### config.mk
export PLATFORM = sky130hd
export DESIGN_NAME = alu_issue_unit_flat
export DESIGN_NICKNAME = d
export VERILOG_FILES = /design/src/rtl/alu_issue_unit_if.sv /design/src/rtl/alu_issue_unit.sv /design/src/flat_wrapper.sv
export SDC_FILE = /design/constraint.sdc
export NUM_CORES = 1
export LEC_CHECK = 0
export ABC_AREA = 1
export ABC_CLOCK_PERIOD_IN_PS = 1790
export CAP_MARGIN = 20
export CORE_MARGIN = 2
export CORE_UTILIZATION = 29
export CTS_CLUSTER_SIZE = 28
export DETAILED_ROUTE_END_ITERATION = 16
export SLEW_MARGIN = 10
export SYNTH_ARGS = -nofsm -noshare
export SYNTH_HDL_FRONTEND = slang
export SYNTH_SLANG_ARGS = --single-unit
### constraint.sdc
create_clock -name clk_i -period 1.79 [get_ports clk_i]
set_input_delay 0.358 -clock clk_i [delete_from_list [all_inputs] [get_ports clk_i]]
set_output_delay 0.358 -clock clk_i [all_outputs]
set_load 0.05 [all_outputs]
### src/rtl/alu_issue_unit_if.sv
// Handshake and ALU-side signal bundle for alu_issue_unit.
// slave: the issue unit. master: the requester, the ALU and the result consumer.
interface alu_issue_unit_if #(
  parameter int TAG_W = 4
);
  // request channel
  logic             req_valid_i;
  logic             req_ready_o;
  logic [2:0]       req_op_i;
  logic [31:0]      req_a_i;
  logic [31:0]      req_b_i;
  logic [TAG_W-1:0] req_tag_i;
  // combinational ALU
  logic [31:0]      alu_data1_o;
  logic [31:0]      alu_data2_o;
  logic [2:0]       alu_ctrl_o;
  logic [31:0]      alu_data_i;
  logic             alu_zero_i;
  // response channel
  logic             rsp_valid_o;
  logic             rsp_ready_i;
  logic [31:0]      rsp_data_o;
  logic             rsp_zero_o;
  logic [TAG_W-1:0] rsp_tag_o;
  // status
  logic             busy_o;

  modport slave (
    input  req_valid_i, req_op_i, req_a_i, req_b_i, req_tag_i,
    input  alu_data_i, alu_zero_i, rsp_ready_i,
    output req_ready_o, alu_data1_o, alu_data2_o, alu_ctrl_o,
    output rsp_valid_o, rsp_data_o, rsp_zero_o, rsp_tag_o, busy_o
  );

  modport master (
    output req_valid_i, req_op_i, req_a_i, req_b_i, req_tag_i,
    output alu_data_i, alu_zero_i, rsp_ready_i,
    input  req_ready_o, alu_data1_o, alu_data2_o, alu_ctrl_o,
    input  rsp_valid_o, rsp_data_o, rsp_zero_o, rsp_tag_o, busy_o
  );
endinterface

### src/rtl/alu_issue_unit.sv
// Sequential front end for the shared combinational ALU.
// Stage 1 registers the operands into the ALU, stage 2 captures the ALU
// result into an in-order result FIFO drained over valid/ready.
module alu_issue_unit #(
  parameter int DEPTH = 4,
  parameter int TAG_W = 4
) (
  input  logic          clk_i,
  input  logic          rst_i,
  alu_issue_unit_if.slave bus
);
  localparam int PW = (DEPTH > 1) ? $clog2(DEPTH) : 1;
  localparam int CW = PW + 1;

  typedef struct packed {
    logic [2:0]       op;
    logic [31:0]      a;
    logic [31:0]      b;
    logic [TAG_W-1:0] tag;
  } req_t;

  typedef struct packed {
    logic [31:0]      data;
    logic             zero;
    logic [TAG_W-1:0] tag;
  } rsp_t;

  req_t             req_d, req_q;
  logic             inflight_q;
  rsp_t [DEPTH-1:0] fifo_mem;
  rsp_t             head;
  logic [PW-1:0]    wr_ptr_q, rd_ptr_q;
  logic [CW-1:0]    count_q;
  logic [CW-1:0]    occ;
  logic             accept, push, pop, rsp_valid, req_ready;

  // Credits count the inflight op as well as queued entries, so the op
  // sitting in the ALU always has a FIFO slot waiting for it. This keeps
  // req_ready a pure function of registered state.
  assign occ       = count_q + CW'(inflight_q);
  assign req_ready = (occ < CW'(DEPTH));
  assign rsp_valid = (count_q != '0);

  assign accept = bus.req_valid_i & req_ready;
  assign push   = inflight_q;
  assign pop    = rsp_valid & bus.rsp_ready_i;

  assign req_d = '{op: bus.req_op_i, a: bus.req_a_i, b: bus.req_b_i, tag: bus.req_tag_i};

  // Operand/ctrl/tag registers: load on accept, otherwise hold so the ALU
  // inputs stay quiet while idle.
  always_ff @(posedge clk_i or negedge rst_i) begin
    if (!rst_i)      req_q <= '0;
    else if (accept) req_q <= req_d;
  end

  // Inflight flag: the ALU output is valid for the op accepted last cycle.
  always_ff @(posedge clk_i or negedge rst_i) begin
    if (!rst_i) inflight_q <= 1'b0;
    else        inflight_q <= accept;
  end

  // FIFO storage: no reset needed, entries are qualified by count.
  always_ff @(posedge clk_i) begin
    if (push) fifo_mem[wr_ptr_q] <= '{data: bus.alu_data_i, zero: bus.alu_zero_i, tag: req_q.tag};
  end

  // Write/read pointers wrap naturally (DEPTH is a power of two).
  always_ff @(posedge clk_i or negedge rst_i) begin
    if (!rst_i) begin
      wr_ptr_q <= '0;
      rd_ptr_q <= '0;
    end else begin
      if (push) wr_ptr_q <= wr_ptr_q + PW'(1);
      if (pop)  rd_ptr_q <= rd_ptr_q + PW'(1);
    end
  end

  // Occupancy count: push and pop together leave it unchanged.
  always_ff @(posedge clk_i or negedge rst_i) begin
    if (!rst_i) begin
      count_q <= '0;
    end else begin
      case ({push, pop})
        2'b10:   count_q <= count_q + CW'(1);
        2'b01:   count_q <= count_q - CW'(1);
        default: count_q <= count_q;
      endcase
    end
  end

  assign head = fifo_mem[rd_ptr_q];

  assign bus.req_ready_o = req_ready;
  assign bus.alu_data1_o = req_q.a;
  assign bus.alu_data2_o = req_q.b;
  assign bus.alu_ctrl_o  = req_q.op;
  assign bus.rsp_valid_o = rsp_valid;
  assign bus.rsp_data_o  = head.data;
  assign bus.rsp_zero_o  = head.zero;
  assign bus.rsp_tag_o   = head.tag;
  assign bus.busy_o      = inflight_q | rsp_valid;
endmodule

### src/flat_wrapper.sv
// flat-port wrapper written by rule: the top's interface ports become plain ports
module alu_issue_unit_flat 
#(
  parameter int DEPTH = 4,
  parameter int TAG_W = 4
)
  (clk_i, rst_i, bus_req_valid_i, bus_req_op_i, bus_req_a_i, bus_req_b_i, bus_req_tag_i, bus_alu_data_i, bus_alu_zero_i, bus_rsp_ready_i, bus_req_ready_o, bus_alu_data1_o, bus_alu_data2_o, bus_alu_ctrl_o, bus_rsp_valid_o, bus_rsp_data_o, bus_rsp_zero_o, bus_rsp_tag_o, bus_busy_o);
  alu_issue_unit_if #(.TAG_W(TAG_W)) bus_i ();
  input  logic clk_i;
  input  logic rst_i;
  input wire logic [$bits(bus_i.req_valid_i)-1:0] bus_req_valid_i;
  input wire logic [$bits(bus_i.req_op_i)-1:0] bus_req_op_i;
  input wire logic [$bits(bus_i.req_a_i)-1:0] bus_req_a_i;
  input wire logic [$bits(bus_i.req_b_i)-1:0] bus_req_b_i;
  input wire logic [$bits(bus_i.req_tag_i)-1:0] bus_req_tag_i;
  input wire logic [$bits(bus_i.alu_data_i)-1:0] bus_alu_data_i;
  input wire logic [$bits(bus_i.alu_zero_i)-1:0] bus_alu_zero_i;
  input wire logic [$bits(bus_i.rsp_ready_i)-1:0] bus_rsp_ready_i;
  output wire logic [$bits(bus_i.req_ready_o)-1:0] bus_req_ready_o;
  output wire logic [$bits(bus_i.alu_data1_o)-1:0] bus_alu_data1_o;
  output wire logic [$bits(bus_i.alu_data2_o)-1:0] bus_alu_data2_o;
  output wire logic [$bits(bus_i.alu_ctrl_o)-1:0] bus_alu_ctrl_o;
  output wire logic [$bits(bus_i.rsp_valid_o)-1:0] bus_rsp_valid_o;
  output wire logic [$bits(bus_i.rsp_data_o)-1:0] bus_rsp_data_o;
  output wire logic [$bits(bus_i.rsp_zero_o)-1:0] bus_rsp_zero_o;
  output wire logic [$bits(bus_i.rsp_tag_o)-1:0] bus_rsp_tag_o;
  output wire logic [$bits(bus_i.busy_o)-1:0] bus_busy_o;
  assign bus_i.req_valid_i = bus_req_valid_i;
  assign bus_i.req_op_i = bus_req_op_i;
  assign bus_i.req_a_i = bus_req_a_i;
  assign bus_i.req_b_i = bus_req_b_i;
  assign bus_i.req_tag_i = bus_req_tag_i;
  assign bus_i.alu_data_i = bus_alu_data_i;
  assign bus_i.alu_zero_i = bus_alu_zero_i;
  assign bus_i.rsp_ready_i = bus_rsp_ready_i;
  assign bus_req_ready_o = bus_i.req_ready_o;
  assign bus_alu_data1_o = bus_i.alu_data1_o;
  assign bus_alu_data2_o = bus_i.alu_data2_o;
  assign bus_alu_ctrl_o = bus_i.alu_ctrl_o;
  assign bus_rsp_valid_o = bus_i.rsp_valid_o;
  assign bus_rsp_data_o = bus_i.rsp_data_o;
  assign bus_rsp_zero_o = bus_i.rsp_zero_o;
  assign bus_rsp_tag_o = bus_i.rsp_tag_o;
  assign bus_busy_o = bus_i.busy_o;
  alu_issue_unit #(.DEPTH(DEPTH), .TAG_W(TAG_W)) u_core (.clk_i(clk_i), .rst_i(rst_i), .bus(bus_i));
endmodule
==> flow_metrics.tcl <==
set metrics [dict create \
    rows 65 \
    hold_viol_final 0 \
    slew_headroom_pct 68.1 \
    finClkSkew_ns 0.00513 \
    fmax_ghz 0.468 \
    r2r-start "u_core.count_q[2]" \
    drive_above_1_share_pct 26.8 \
    drt_iter0_markers 263 \
    ys_ff_latch 227 \
    start_util_pct 29.3 \
    synth_top_cell_area_share_pct 48.1 \
    reg2reg_slack_ns 0.07 \
    drc 0 \
    io_pins 215 \
    crit_path_end "bus_rsp_data_o[5]" \
    cts_root_buffer "clkbuf_16" \
    netlist_area_mm2 0.00924 \
    netlist_top_cells_area "edfxtp_1 (48%), dfrtp_1 (21%), buf_4 (6.3%), nand2_1 (6.3%), o21ai_0 (4.2%)" \
    htreeDepth 1 \
    clkSlewWorstSetupHoldPaths_ns 0.06 \
    synth-seq-area-share_pct 69.5 \
    dp.cells 1329 \
    place.gp.congestion 0.732 \
    grt_start_max_net_pins 73 \
    worst_pin_slew_ns 0.478 \
    grt_pass1_vias 6371 \
    grt_pass1_wl_mm 35.0 \
    clockBufferDepth 3 \
    die_x_um 182 \
    maxCapViolations 0 \
    min_path_type "input pin to asynchronous set/reset pin" \
    antenna_left 0 \
    syn2layout_area_growth_pct 39.8 \
    post_drt_via_cell_ratio 4.47 \
    overflow 0 \
    n_antenna_cell 0 \
    dieArea_mm2 0.0333 \
    synthesis.nets 902 \
    nNetsFinal 1082 \
    vdd.ir_drop.worst_uv 1240 \
    regArea_mm2 0.00642 \
    synthCells 788 \
    fin_crit_ns 2.14 \
    critical_path_arrival_ns 1.78 \
    critPathMaxFanout 11 \
    wl_per_cell_um 16.6 \
    vias 6193 \
    clock_sinks 227 \
    path_class "flip-flop to output pin" \
    slew_violations 0 \
    die_y_um 182 \
    hold_ws_ns 0.341 \
    dpl.hpwl_mm 14.6 \
    yosys_warnings 0 \
    setup-tns-final_ns -11.47 \
    yosys.area.top_type "edfxtp_1" \
    finalWorstSetupSlack_ns -0.348 \
    synth.distinct_cells 22 \
    numCtsBuffers 25 \
    r2r-end "u_core.count_q[2]" \
    drt_first_pass_iters 4 \
    status "finished, violations left" \
    p_per_area_mw_per_mm2 2120 \
    cp-end-kind "output pin" \
    syn_area_per_cell_um2 11.7 \
    cp-start-kind "flip-flop" \
    final.period_utilization_pct 119 \
    r2r_cells 11 \
    routed_wl_mm 23.0 \
    worstSkewPairLatency_ns 0.52 \
    grt_setup_unrepaired "yes" \
    io_buffers 214 \
    cp-startpoint "u_core.rd_ptr_q[0]" \
    cts_tree "done" \
    violations "setup timing" \
    stdcell_count 1385 \
    grt_util_all_layers_pct 13.4 \
    finalSetupViolations 40 \
    antenna_found_initial 0 \
    crit_required_ns 1.43 \
    multiInputGateArea_mm2 0.00242 \
    n_fill_cell 2947 \
    core_area_mm2 0.0315 \
    leakage_uw 0.00524 \
]
-- logic make-up (layout without fill, tap and decap cells) --
logic type	count (synthesis)	in the layout	synth area share, %
AND/OR/NAND/NOR	307	307	13.7
flip-flops	227	227	69.5
buffers and inverters	129	324	8.74
AO/OA/AOI/OAI	114	114	6.68
adder cells (fa/ha/maj)	6	6	0.894
XOR/XNOR	5	5	0.474
-- cell type report --
class / instances / share of cell area [%]
Clock buffer: 30 / 4.99
Clock inverter: 12 / 0.940
Inverter: 16 / 0.523
Multi-Input combinational cell: 432 / 18.8
Sequential cell: 227 / 49.7
Tap cell: 402 / 3.90
Timing Repair Buffer: 266 / 21.1
-- power by group --
group / switching [uW] / internal (uW)
clock network: 2010 / 2840
logic: 9590 / 5120
registers: 691 / 7100
-- worst max-delay path, cell delays in order, from the launching register on --
cell and delay, ns:
dfrtp_2 0.46, inv_6 0.14, buf_4 0.20, nor2_1 0.07
o22ai_2 0.20, buf_6 0.18
-- worst min path at each step --
stage	cells past startpoint	slack, ns	to	startpoint
floorplan	0	0.06	u_core.bus.alu_ctrl_o[0]	rst_i
global placement	1	0.35	u_core.bus.alu_data2_o[1]	rst_i
detailed placement	1	0.36	u_core.bus.alu_data2_o[1]	rst_i
CTS	2	0.34	u_core.bus.alu_data2_o[6]	rst_i
global route	2	0.36	u_core.bus.alu_data2_o[1]	rst_i
finish	2	0.34	u_core.bus.alu_data2_o[1]	rst_i
-- layer usage --
metal	track usage [%]	wire length (um)	vias up
met4	2.84	301	0
met2	22.7	11000	215
met3	4.11	1890	25
met5	0	0	-
met1	17.1	9820	2936
li1	-	-	3017
-- metrics by stage --
stage	instance area (um^2)	util [%]	setup slack, ns	power [uW]
2_1_floorplan	9560	-	0.00495	17800
3_3_place_gp	11700	37.0	-0.207	21100
3_5_place_dp	11700	37.0	-0.236	21200
4_1_cts	12800	40.5	-0.369	27300
5_1_grt	12900	41.0	-0.420	28700
6_report	12900	41.0	-0.348	27300
-- synthesized netlist by cell type (all sizes together) --
master	n
nand3	74
buf	93
nand2	155
dfrtp	79
inv	16
edfxtp	148
clkbuf	20
ha	5
xor2	3
o22ai	37
xnor2	2
o21ai	77
nand3b	1
fa	1
nor2	74
nand4	3
-- cells in the final DEF, fill, tap and decap left out, types with 2 or more instances in the layout --
master           Yosys  routed
buf_12               0      16
buf_16               0       2
buf_4               78      92
buf_6                2      42
buf_8                0       5
bufinv_16            0       2
clkbuf_1            20       5
clkbuf_16            0      27
clkdlybuf4s50_1      0     105
clkinv_1             0       6
clkinv_2             0       2
dfrtp_1             79      78
edfxtp_1           148     148
ha_1                 5       4
inv_1               15       3
inv_2                1      11
nand2_1            154     152
nand2_4              0       2
nand3_1             73      71
nand3_2              1       2
nand4_1              3       3
nor2_1              74      72
nor2_2               0       2
o21ai_0             77      40
o21ai_1              0      26
o21ai_2              0       9
o21ai_4              0       2
o22ai_2              0      27
o22ai_4              0      10
xnor2_1              2       2
xor2_1               3       3
-- sequential cells by signal (all words and copies together) (netlist names) --
signal / cells
u_core.bus.alu_data2_o: 32
u_core.bus.alu_ctrl_o: 3
u_core.bus.alu_data1_o: 32
u_core.req_q: 4
u_core.count_q: 3
u_core.wr_ptr_q: 2
u_core.rd_ptr_q: 2
u_core.fifo_mem: 148
u_core.inflight_q: 1
-- repair_timing --
item / 4_1_cts / 5_1_grt
resized for setup: 95 / 31
endpoints found under the hold margin: 26 / 0
endpoints found under the setup margin: 40 / 41
hold buffers: 1 / 0
pin swaps: 5 / 12
gates cloned: 2 / 2
buffers inserted: 7 / 3
Power figures use the tool's default switching activity.
